### src/rtl/m_sequence_checker_15_4_if.sv
// Bundles the received bit stream, its qualifier and the clear input with the
// checker's status outputs.
interface m_sequence_checker_15_4_if #(
  parameter int COUNT_W = 16
);
  logic               in;
  logic               in_valid;
  logic               clear;
  logic               locked;
  logic               bit_error;
  logic [COUNT_W-1:0] error_count;

  modport master (
    output in, in_valid, clear,
    input  locked, bit_error, error_count
  );

  modport slave (
    input  in, in_valid, clear,
    output locked, bit_error, error_count
  );
endinterface

### src/rtl/m_sequence_checker_15_4.sv
// Receive-side checker for the 15-bit m-sequence b[n] = b[n-3] ^ b[n-4].
// Self-synchronises from the received history, then tracks the stream with
// a free-running local LFSR so that each flipped bit yields exactly one error.
// Lock is dropped when one evaluation window collects too many errors.
module m_sequence_checker_15_4 #(
  parameter int LOCK_BITS   = 15,
  parameter int WINDOW      = 15,
  parameter int LOSS_ERRORS = 4,
  parameter int COUNT_W     = 16
) (
  input logic                    clock,
  input logic                    reset,
  m_sequence_checker_15_4_if.slave bus
);

  localparam int RUN_W = $clog2(LOCK_BITS + 1);
  localparam int WIN_W = $clog2(WINDOW + 1);
  localparam int ERR_W = $clog2(LOSS_ERRORS + 1);

  typedef enum logic [1:0] {
    LOAD,
    VERIFY,
    LOCKED
  } state_t;

  state_t           state;
  logic [3:0]       hist;
  logic [3:0]       lfsr;
  logic [1:0]       fill;
  logic [RUN_W-1:0] run;
  logic [WIN_W-1:0] win_idx;
  logic [ERR_W-1:0] win_err;

  logic [3:0]       hist_next;
  logic             hist_pred;
  logic             lfsr_pred;
  logic             miss;
  logic [ERR_W-1:0] win_err_next;
  logic             count_sat;
  logic             count_inc;

  // hist[3] is the oldest bit b[n-4], hist[0] the newest b[n-1]
  assign hist_next    = {hist[2:0], bus.in};
  assign hist_pred    = hist[3] ^ hist[2];
  assign lfsr_pred    = lfsr[3] ^ lfsr[2];
  assign miss         = bus.in != lfsr_pred;
  assign win_err_next = win_err + ERR_W'(miss);
  assign count_sat    = &bus.error_count;
  assign count_inc    = bus.in_valid && (state == LOCKED) && miss;

  // Acquisition/tracking state machine; nothing but bit_error moves on invalid cycles
  always_ff @(posedge clock) begin
    if (reset) begin
      state         <= LOAD;
      hist          <= 4'd0;
      lfsr          <= 4'd0;
      fill          <= 2'd0;
      run           <= '0;
      win_idx       <= '0;
      win_err       <= '0;
      bus.locked    <= 1'b0;
      bus.bit_error <= 1'b0;
    end else begin
      bus.bit_error <= 1'b0;
      if (bus.in_valid) begin
        case (state)
          LOAD: begin
            hist <= hist_next;
            if (fill == 2'd3) begin
              fill <= 2'd0;
              if (hist_next != 4'd0) begin
                state <= VERIFY;
                run   <= '0;
              end
            end else begin
              fill <= fill + 2'd1;
            end
          end
          VERIFY: begin
            hist <= hist_next;
            if ((bus.in != hist_pred) || (hist_next == 4'd0)) begin
              state <= LOAD;
              fill  <= 2'd0;
            end else if (run == RUN_W'(LOCK_BITS - 1)) begin
              state      <= LOCKED;
              bus.locked <= 1'b1;
              lfsr       <= hist_next;
              win_idx    <= '0;
              win_err    <= '0;
            end else begin
              run <= run + RUN_W'(1);
            end
          end
          LOCKED: begin
            lfsr          <= {lfsr[2:0], lfsr_pred};
            bus.bit_error <= miss;
            if (win_err_next == ERR_W'(LOSS_ERRORS)) begin
              state      <= LOAD;
              bus.locked <= 1'b0;
              fill       <= 2'd0;
              hist       <= 4'd0;
              win_idx    <= '0;
              win_err    <= '0;
            end else if (win_idx == WIN_W'(WINDOW - 1)) begin
              win_idx <= '0;
              win_err <= '0;
            end else begin
              win_idx <= win_idx + WIN_W'(1);
              win_err <= win_err_next;
            end
          end
          default: begin
            state      <= LOAD;
            bus.locked <= 1'b0;
            fill       <= 2'd0;
          end
        endcase
      end
    end
  end

  // Saturating error tally; clear overrides a simultaneous increment
  always_ff @(posedge clock) begin
    if (reset || bus.clear) begin
      bus.error_count <= '0;
    end else if (count_inc && !count_sat) begin
      bus.error_count <= bus.error_count + COUNT_W'(1);
    end
  end

endmodule
### src/flat_wrapper.sv
// flat-port wrapper written by rule: the top's interface ports become plain ports
module m_sequence_checker_15_4_flat 
#(
  parameter int LOCK_BITS   = 15,
  parameter int WINDOW      = 15,
  parameter int LOSS_ERRORS = 4,
  parameter int COUNT_W     = 16
)
  (clock, reset, bus_in, bus_in_valid, bus_clear, bus_locked, bus_bit_error, bus_error_count);
  m_sequence_checker_15_4_if #(.COUNT_W(COUNT_W)) bus_i ();
  input logic clock;
  input logic reset;
  input wire logic [$bits(bus_i.in)-1:0] bus_in;
  input wire logic [$bits(bus_i.in_valid)-1:0] bus_in_valid;
  input wire logic [$bits(bus_i.clear)-1:0] bus_clear;
  output wire logic [$bits(bus_i.locked)-1:0] bus_locked;
  output wire logic [$bits(bus_i.bit_error)-1:0] bus_bit_error;
  output wire logic [$bits(bus_i.error_count)-1:0] bus_error_count;
  assign bus_i.in = bus_in;
  assign bus_i.in_valid = bus_in_valid;
  assign bus_i.clear = bus_clear;
  assign bus_locked = bus_i.locked;
  assign bus_bit_error = bus_i.bit_error;
  assign bus_error_count = bus_i.error_count;
  m_sequence_checker_15_4 #(.LOCK_BITS(LOCK_BITS), .WINDOW(WINDOW), .LOSS_ERRORS(LOSS_ERRORS), .COUNT_W(COUNT_W)) u_core (.clock(clock), .reset(reset), .bus(bus_i));
endmodule
### config.mk
export PLATFORM = sky130hd
export DESIGN_NAME = m_sequence_checker_15_4_flat
export DESIGN_NICKNAME = d
export VERILOG_FILES = /design/src/rtl/m_sequence_checker_15_4_if.sv /design/src/rtl/m_sequence_checker_15_4.sv /design/src/flat_wrapper.sv
export SDC_FILE = /design/constraint.sdc
export NUM_CORES = 1
export LEC_CHECK = 0
export CORE_MARGIN = 4
export CORE_UTILIZATION = 40
export DETAILED_ROUTE_END_ITERATION = 12
export PLACE_DENSITY = 0.68
export SYNTH_ARGS = -nofsm -noshare
export SYNTH_HDL_FRONTEND = slang
export SYNTH_SLANG_ARGS = --single-unit
### constraint.sdc
create_clock -name clock -period 3.2 [get_ports clock]
set_input_delay 0.96 -clock clock [delete_from_list [all_inputs] [get_ports clock]]
set_output_delay 0.96 -clock clock [all_outputs]
set_load 0.03 [all_outputs]
==> impl_results.md, run 1 <==
* Required arrival time at the worst endpoint at between 3000 and 4000 ps
* Library cell occupying the most area in the post-synthesis netlist: sky130_fd_sc_hd__dfxtp_1
* Sequential share of the synthesized area at 0.3638
* Final routed wirelength across all metal layers at 4745 µm
* Setup TNS after final layout at 0 ps
* Initial antenna violation count at 0
* Post-CTS Hold Buffers at 0
* Post-synth design cell area at roughly 0.0023 mm²
* Worst-path fanout max at 4
* Total instance count after detailed placement at about 350
* # port buffers at 22
* Number of DRC markers in iteration 0 at 71
* Effective utilization at floorplan at 0.4122
* Clock tree from TritonCTS: yes
* Distinct cell type count after synthesis at 57
* Clk Latency, worst-skew pair at between 200 and 300 ps
* Number of maximum-capacitance constraint violations at 0
* Number of buffers created by CTS at 5
* Category of cells accounting for the largest share of critical-path delay: buffers and inverters
* Total vias in the final route at about 2000
* Total DRC errors in the routed layout at 0
* Cell at the root of the clock tree: sky130_fd_sc_hd__clkbuf_8
* Crit path launch type: input port
* Overall die area at between 0.006 and 0.007 mm²
* Post-detailed-route wirelength per cell at ~13 µm
* Transition time at the pin with the least slew margin at between 600 and 700 ps
* Remaining antenna violation count after routing at 0
* Non-Filler Instances at between 300 and 400
* Io pins at 23
* Endpoint type of the worst setup path: flop
* Area grow syn2layout at 21.35%
* VDD IR-drop max at 0.0001781 V
* Count of flip-flops with a built-in enable after synthesis at 0
* Path type of the worst min-delay path: flop to flop
* Final cycle utilization of the critical path at 0.9645
* Data arrival, critical path at 3300 ps
* Cell leakage power at around 0.93 nW
* Synthesized net count at 276
* Max Fclk at between 300 and 400 MHz
* Clock slew seen by the registers of the worst setup and hold paths at 80 ps
* Finished Cell Area at 0.002738 mm²
* Critical path's slowest cell: sky130_fd_sc_hd__clkdlybuf4s50_1
* Max-slew violation count at 0
* Dpl cell area at around 0.0026 mm²
* Sinks on Clock Net at 41
* Slew margin rel. at 0.5847
* Period minus WS final at between 3000 and 4000 ps
* Layout cells sized above 1 at 0.1409
* Largest clock skew in the final design at around 3.6 ps
* R2R setup slack at ~700 ps
* GP Congestion at about 0.75
* Clock H-tree levels at 2
* Number of flip-flops and latches in the synthesized netlist at 41
* Fin. Hold Viols at 0
* Number of rows created at floorplan at 27
* Instance count of the mapped netlist at 260
* Power density normalized to cell area at 345.3 mW/mm²
* Unrepaired setup endpoints after global routing: no
* Detail Placement HPWL at ~3500 µm
* Die W at ~83 µm
* Core Area at about 0.0055 mm²
* CP bufs+invs at 3
* Antenna Diode Count at 0
* GRT Residual Overflow at 0
* Yosys warns at 0
* Total setup violations reported at the end of the flow at 0
* Final net count at slightly above 300
* Avg Inst Size Synth at 8.677 µm²
* Maximum number of pins on one net before global-route repair at 27
* Cells along the critical path: clkdlybuf4s50_1, xor3_2, ha_1, ha_4, buf_4, xor2_1, o211ai_1, a21oi_2, buf_4, a221oi_2
* Design Power at 945.4 µW
* Dominant cell type by count on the critical path: sky130_fd_sc_hd__buf_4
* Area share of the leading cell type in the synthesized netlist at 0.3638
* Outcome: finished clean
* Peak per-stage delay on the critical path at 490 ps
* Total iterations of the first detailed-routing run at 4
* Classification of the worst setup path: input port to flop
* Maximum root-to-sink buffer count at 2
* Via count of the first global-routing pass at approximately 1900
* Global-route usage over all layers at 0.1461
* Via-to-Cell Ratio at 5.405
* Top flip-flop cell by instance count after synthesis: sky130_fd_sc_hd__dfxtp_1
* Die H at 83.10 µm
* Largest cells by area after synthesis: sky130_fd_sc_hd__dfxtp_1 (36%), sky130_fd_sc_hd__ha_1 (6.1%), sky130_fd_sc_hd__a21oi_1 (4.2%)
* Global-route wire length before repair at between 8000 and 9000 µm
* Fraction of registers with async set or reset after synthesis at 0
## metrics by stage
step	setup WS (ps)	utilization	hold WS [ps]
4_1_cts	1.745	0.4888	470.5
6_report	113.5	0.5002	469.8
5_1_grt	15.48	0.5002	484.5
3_3_place_gp	-194.6	0.4712	454.2
3_5_place_dp	-280.0	0.4712	459.9
2_1_floorplan	366.4	-	435.6
## kinds of logic (layout without fill, tap and decap cells)
| kind of cell | Yosys count | in the layout | synth area share |
|---|---|---|---|
| and+or+nand+nor | 108 | 108 | 0.2684 |
| AOI/OAI and AO/OA | 61 | 61 | 0.1891 |
| buffers and inverters | 21 | 52 | 0.03938 |
| muxes | 2 | 2 | 0.008874 |
| adders and majority gates | 11 | 11 | 0.06101 |
| DFF | 41 | 41 | 0.3638 |
| xor gates and xnor gates | 16 | 16 | 0.06933 |
## path summary, 6_finish.rpt
| kind | startpoint | end | cells after the start |
|---|---|---|---|
| max reg2reg | u_core.lfsr[3]$_SDFFE_PP0P_ | u_core.state[1]$_SDFFE_PP0P_ | 9 |
| max | bus_in | u_core.state[1]$_SDFFE_PP0P_ | 10 |
| min | u_core.win_err[0]$_SDFFE_PP0P_ | u_core.win_err[0]$_SDFFE_PP0P_ | 2 |
| min reg2reg | u_core.win_err[0]$_SDFFE_PP0P_ | u_core.win_err[0]$_SDFFE_PP0P_ | 2 |
## report_power, final
part / internal, mW / switching [mW]
Clock: 0.175 / 0.183
Sequential: 0.515 / 0.00474
Combinational: 0.0292 / 0.0390
## cell usage after synthesis (all sizes together) (3+ instances only)
library cell / instances
inv: 11
buf: 5
and3: 3
clkbuf: 5
nor2b: 6
nor3b: 3
nor3: 4
xnor2: 9
dfxtp: 41
or3: 3
xor2: 6
a21o: 3
nand3: 12
nand4: 7
nor2: 24
o21ai: 12
a21oi: 19
and4: 3
or4: 3
a211oi: 6
nand2: 24
and2: 4
o211ai: 3
ha: 11
nor4: 4
## metal layers
layer | routed length, µm | track usage | up-vias
li1 | - | - | 1005
met1 | 2379 | 0.1913 | 930
met2 | 2184 | 0.2383 | 19
met3 | 97 | 0.02480 | 8
met4 | 85 | 0.05795 | 0
met5 | 0 | 0 | -
## registers in the layout (all words and copies together) (netlist names), 2 cells and up
register	count
u_core.bus.error_count	16
u_core.hist	4
u_core.lfsr	4
u_core.run	4
u_core.win_idx	4
u_core.win_err	3
u_core.fill	2
u_core.state	2
## area by class of cell
class | instances | area [µm²]
clock buffer | 6 | 82.58
clock inverter | 2 | 13.76
fill | 520 | 2735
inverter | 11 | 41.29
multi-input combinational | 198 | 1386
sequential | 41 | 820.8
tap | 72 | 90.09
timing repair buffer | 33 | 302.8
## cell usage in the layout, fill, tap and decap left out, types with 10 or more instances in the layout
cell type	Yosys	layout
sky130_fd_sc_hd__a21oi_1	19	18
sky130_fd_sc_hd__buf_4	0	11
sky130_fd_sc_hd__clkdlybuf4s50_1	0	22
sky130_fd_sc_hd__dfxtp_1	41	41
sky130_fd_sc_hd__ha_1	11	10
sky130_fd_sc_hd__inv_1	10	10
sky130_fd_sc_hd__nand2_1	23	23
sky130_fd_sc_hd__nor2_1	24	23
sky130_fd_sc_hd__o21ai_0	12	11
## tightest hold or removal path: stages, from the launching register on
cell and delay [ps]:
sky130_fd_sc_hd__dfxtp_1 320, sky130_fd_sc_hd__nand2_1 50, sky130_fd_sc_hd__a21oi_1 50
## repair_timing
| action | CTS | global route |
|---|---|---|
| resized for setup | 0 | 8 |
| setup endpoints to repair | 0 | 9 |
| buffers inserted | 0 | 3 |
(Power assumes the default switching activity.)
==> inputs of run 2 (changes only) <==
--- a/config.mk
+++ b/config.mk
@@ -9,6 +9,7 @@
 export CORE_UTILIZATION = 40
 export DETAILED_ROUTE_END_ITERATION = 12
 export PLACE_DENSITY = 0.68
+export SETUP_SLACK_MARGIN = 0.02
 export SYNTH_ARGS = -nofsm -noshare
 export SYNTH_HDL_FRONTEND = slang
 export SYNTH_SLANG_ARGS = --single-unit
==> run 2 against run 1 <==
Against the previous run: clock power barely moved; final cell count stayed put; core utilization decreased by 0.092 points; highest routed layer unchanged; worst hold slack hardly changed; sequential cell count unchanged; register-to-register slack hardly changed; fmax down 0.42%; global-route usage barely moved; non-clock buffer count unchanged; critical path depth is the same; sequential power about the same.
==> impl_results.md, run 2 (same netlist as run 1, synthesis figures left out) <==
* Clock slew seen by the registers of the worst setup and hold paths at 80 ps (about the same)
* Number of rows created at floorplan at 27 (unchanged)
* Effective utilization at floorplan at 0.4122 (unchanged)
* Detail Placement HPWL at 3527 µm (unchanged)
* Maximum number of pins on one net before global-route repair at 27 (unchanged)
* Fill cell total of the finished layout at 524 (+0.77%)
* Max Fclk at 322.6 MHz (-0.42%)
* Required arrival time at the worst endpoint at 3410 ps (about the same)
* Dominant cell type by count on the critical path: sky130_fd_sc_hd__buf_4
* Initial antenna violation count at 0 (unchanged)
* Hold slack at 469.4 ps (-0.4060 ps)
* Antenna Diode Count at 0 (unchanged)
* Overall die area at 0.006906 mm² (unchanged)
* Layout cells sized above 1 at 0.1443 (+0.003436)
* Maximum root-to-sink buffer count at 2 (unchanged)
* Final cycle utilization of the critical path at 0.9686 (+0.004070)
* Most common cell after layout, fill and taps aside: sky130_fd_sc_hd__dfxtp_1
* Global-route usage over all layers at 0.1459 (-0.0002072)
* Via count of the first global-routing pass at 1923 (-0.16%)
* Io pins at 23 (unchanged)
* R2R setup slack at 700 ps (about the same)
* Category of cells accounting for the largest share of critical-path delay: buffers and inverters
* GP Congestion at 0.7542 (unchanged)
* Critical path's slowest cell: sky130_fd_sc_hd__clkdlybuf4s50_1
* Worst path setup slack after routing at 100.5 ps (-13.02 ps)
* Period minus WS final at 3099 ps (+13.03 ps)
* Design Power at 947.5 µW (+0.22%)
* CP bufs+invs at 3 (unchanged)
* Final routed wirelength across all metal layers at 4813 µm (+1.4%)
* Cell leakage power at 0.9335 nW (about the same)
* Die W at 83.10 µm (unchanged)
* Via-to-Cell Ratio at 5.427 (+0.41%)
* Largest register by flop count: u_core.bus.error_count
* Data arrival, critical path at 3310 ps (about the same)
* Transition time at the pin with the least slew margin at 629.9 ps (+14.92 ps)
* Sinks on Clock Net at 41 (unchanged)
* Finished Cell Area at 0.002733 mm² (-0.18%)
* Commonest cells after routing, fill and taps aside: sky130_fd_sc_hd__dfxtp_1 (41), sky130_fd_sc_hd__nor2_1 (23), sky130_fd_sc_hd__nand2_1 (23)
* Max-slew violation count at 0 (unchanged)
* Number of DRC markers in iteration 0 at 88 (+24%)
* Number of buffers created by CTS at 5 (unchanged)
* Outcome: finished clean
* Largest register FFs at 16 (unchanged)
* Worst Hold Path EP: u_core.win_err[0]$_SDFFE_PP0P_
* Slew margin rel. at 0.5746 (-0.01008)
* Final net count at 306 (unchanged)
* Total setup violations reported at the end of the flow at 0 (unchanged)
* Hold path cells at 2 (unchanged)
* Fin. Hold Viols at 0 (unchanged)
* Power density normalized to cell area at 346.7 mW/mm² (+0.41%)
* Worst setup slack after placement at -280.0 ps (unchanged)
* Remaining antenna violation count after routing at 0 (unchanged)
* Largest clock skew in the final design at 2.750 ps (-0.8014 ps)
* Number of cells traversed by the worst register-to-register path at 9 (unchanged)
* GRT Residual Overflow at 0 (unchanged)
* Crit path launch type: input port
* Number of maximum-capacitance constraint violations at 0 (unchanged)
* Classification of the worst setup path: input port to flop
* Global-route wire length before repair at 8549 µm (-0.15%)
* Post-CTS Hold Buffers at 0 (unchanged)
* Total DRC errors in the routed layout at 0 (unchanged)
* Clk Latency, worst-skew pair at 290 ps (about the same)
* Worst R2R End: u_core.state[1]$_SDFFE_PP0P_
* Area grow syn2layout at 21.13%
* # port buffers at 22 (unchanged)
* Worst-path fanout max at 4 (unchanged)
* VDD IR-drop max at 0.0001777 V (-0.24%)
* Unrepaired setup endpoints after global routing: no
* Die H at 83.10 µm (unchanged)
* Post-detailed-route wirelength per cell at 13.26 µm (+1.4%)
* Cell at the root of the clock tree: sky130_fd_sc_hd__clkbuf_8
* Core Area at 0.005473 mm² (unchanged)
* Total vias in the final route at 1970 (+0.41%)
* Peak per-stage delay on the critical path at 490 ps (about the same)
* Endpoint type of the worst setup path: flop
* Clock H-tree levels at 2 (unchanged)
* Dpl cell area at 0.002579 mm² (unchanged)
* Total iterations of the first detailed-routing run at 4 (unchanged)
* Cells along the critical path: clkdlybuf4s50_1, xor3_2, ha_1, ha_2, buf_4, xor2_1, o211ai_1, a21oi_2, buf_4, a221oi_2
* Clock tree from TritonCTS: yes
* RR Startpoint: u_core.lfsr[3]$_SDFFE_PP0P_
* Path type of the worst min-delay path: flop to flop
* Worst Hold Launch: u_core.win_err[0]$_SDFFE_PP0P_
## run 2: layout make-up
class,count,area (µm²),share of cell area
multi-input combinational,198,1381,0.5055
sequential,41,820.8,0.3004
inverter,11,41.29,0.01511
clock buffer,6,82.58,0.03022
clock inverter,2,13.76,0.005037
timing repair buffer,33,302.8,0.1108
tap,72,90.09,0.03297
## run 2: worst max-delay path by stage
stage / start / endpoint / cells after the start
after floorplan: bus_in / u_core.state[1]$_SDFFE_PP0P_ / 8
after detailed placement: bus_in / u_core.state[1]$_SDFFE_PP0P_ / 9
after global placement: bus_in / u_core.state[1]$_SDFFE_PP0P_ / 9
final: bus_in / u_core.state[1]$_SDFFE_PP0P_ / 10
after global routing: bus_in / u_core.fill[0]$_SDFFE_PP0P_ / 11
after CTS: bus_in / u_core.state[1]$_SDFFE_PP0P_ / 9
## run 2: per-layer routing
metal	part of all wire	wire length [µm]	GRT usage	up-vias
li1	-	-	-	1006
met1	0.50	2394	0.1907	937
met2	0.47	2242	0.2383	19
met3	0.019	91	0.02480	8
met4	0.018	85	0.05795	0
met5	0	0	0	-
## run 2: stage by stage
step / util / TNS [ps] / std cells
5_1_grt: 0.4993 / 0 / 363
3_3_place_gp: 0.4712 / -1737 / 352
4_1_cts: 0.4895 / 0 / 360
6_report: 0.4993 / 0 / 363
3_5_place_dp: 0.4712 / -2162 / 352
2_1_floorplan: - / 0 / 260
## run 2: tightest hold or removal path, cell delays in order (launching register included)
cell,delay (ps)
sky130_fd_sc_hd__dfxtp_1,320
sky130_fd_sc_hd__nand2_1,50
sky130_fd_sc_hd__a21oi_1,50
## run 2: repair_timing
item / in CTS / in global routing
pin swaps: 0 / 2
setup endpoints to repair: 1 / 9
resized for setup: 1 / 8
buffers inserted: 0 / 3
## run 2: power by group
part / leakage, nW / switching [mW] / internal (mW)
clock: 0.0512 / 0.184 / 0.175
combinational: 0.552 / 0.0396 / 0.0292
sequential: 0.331 / 0.00475 / 0.515
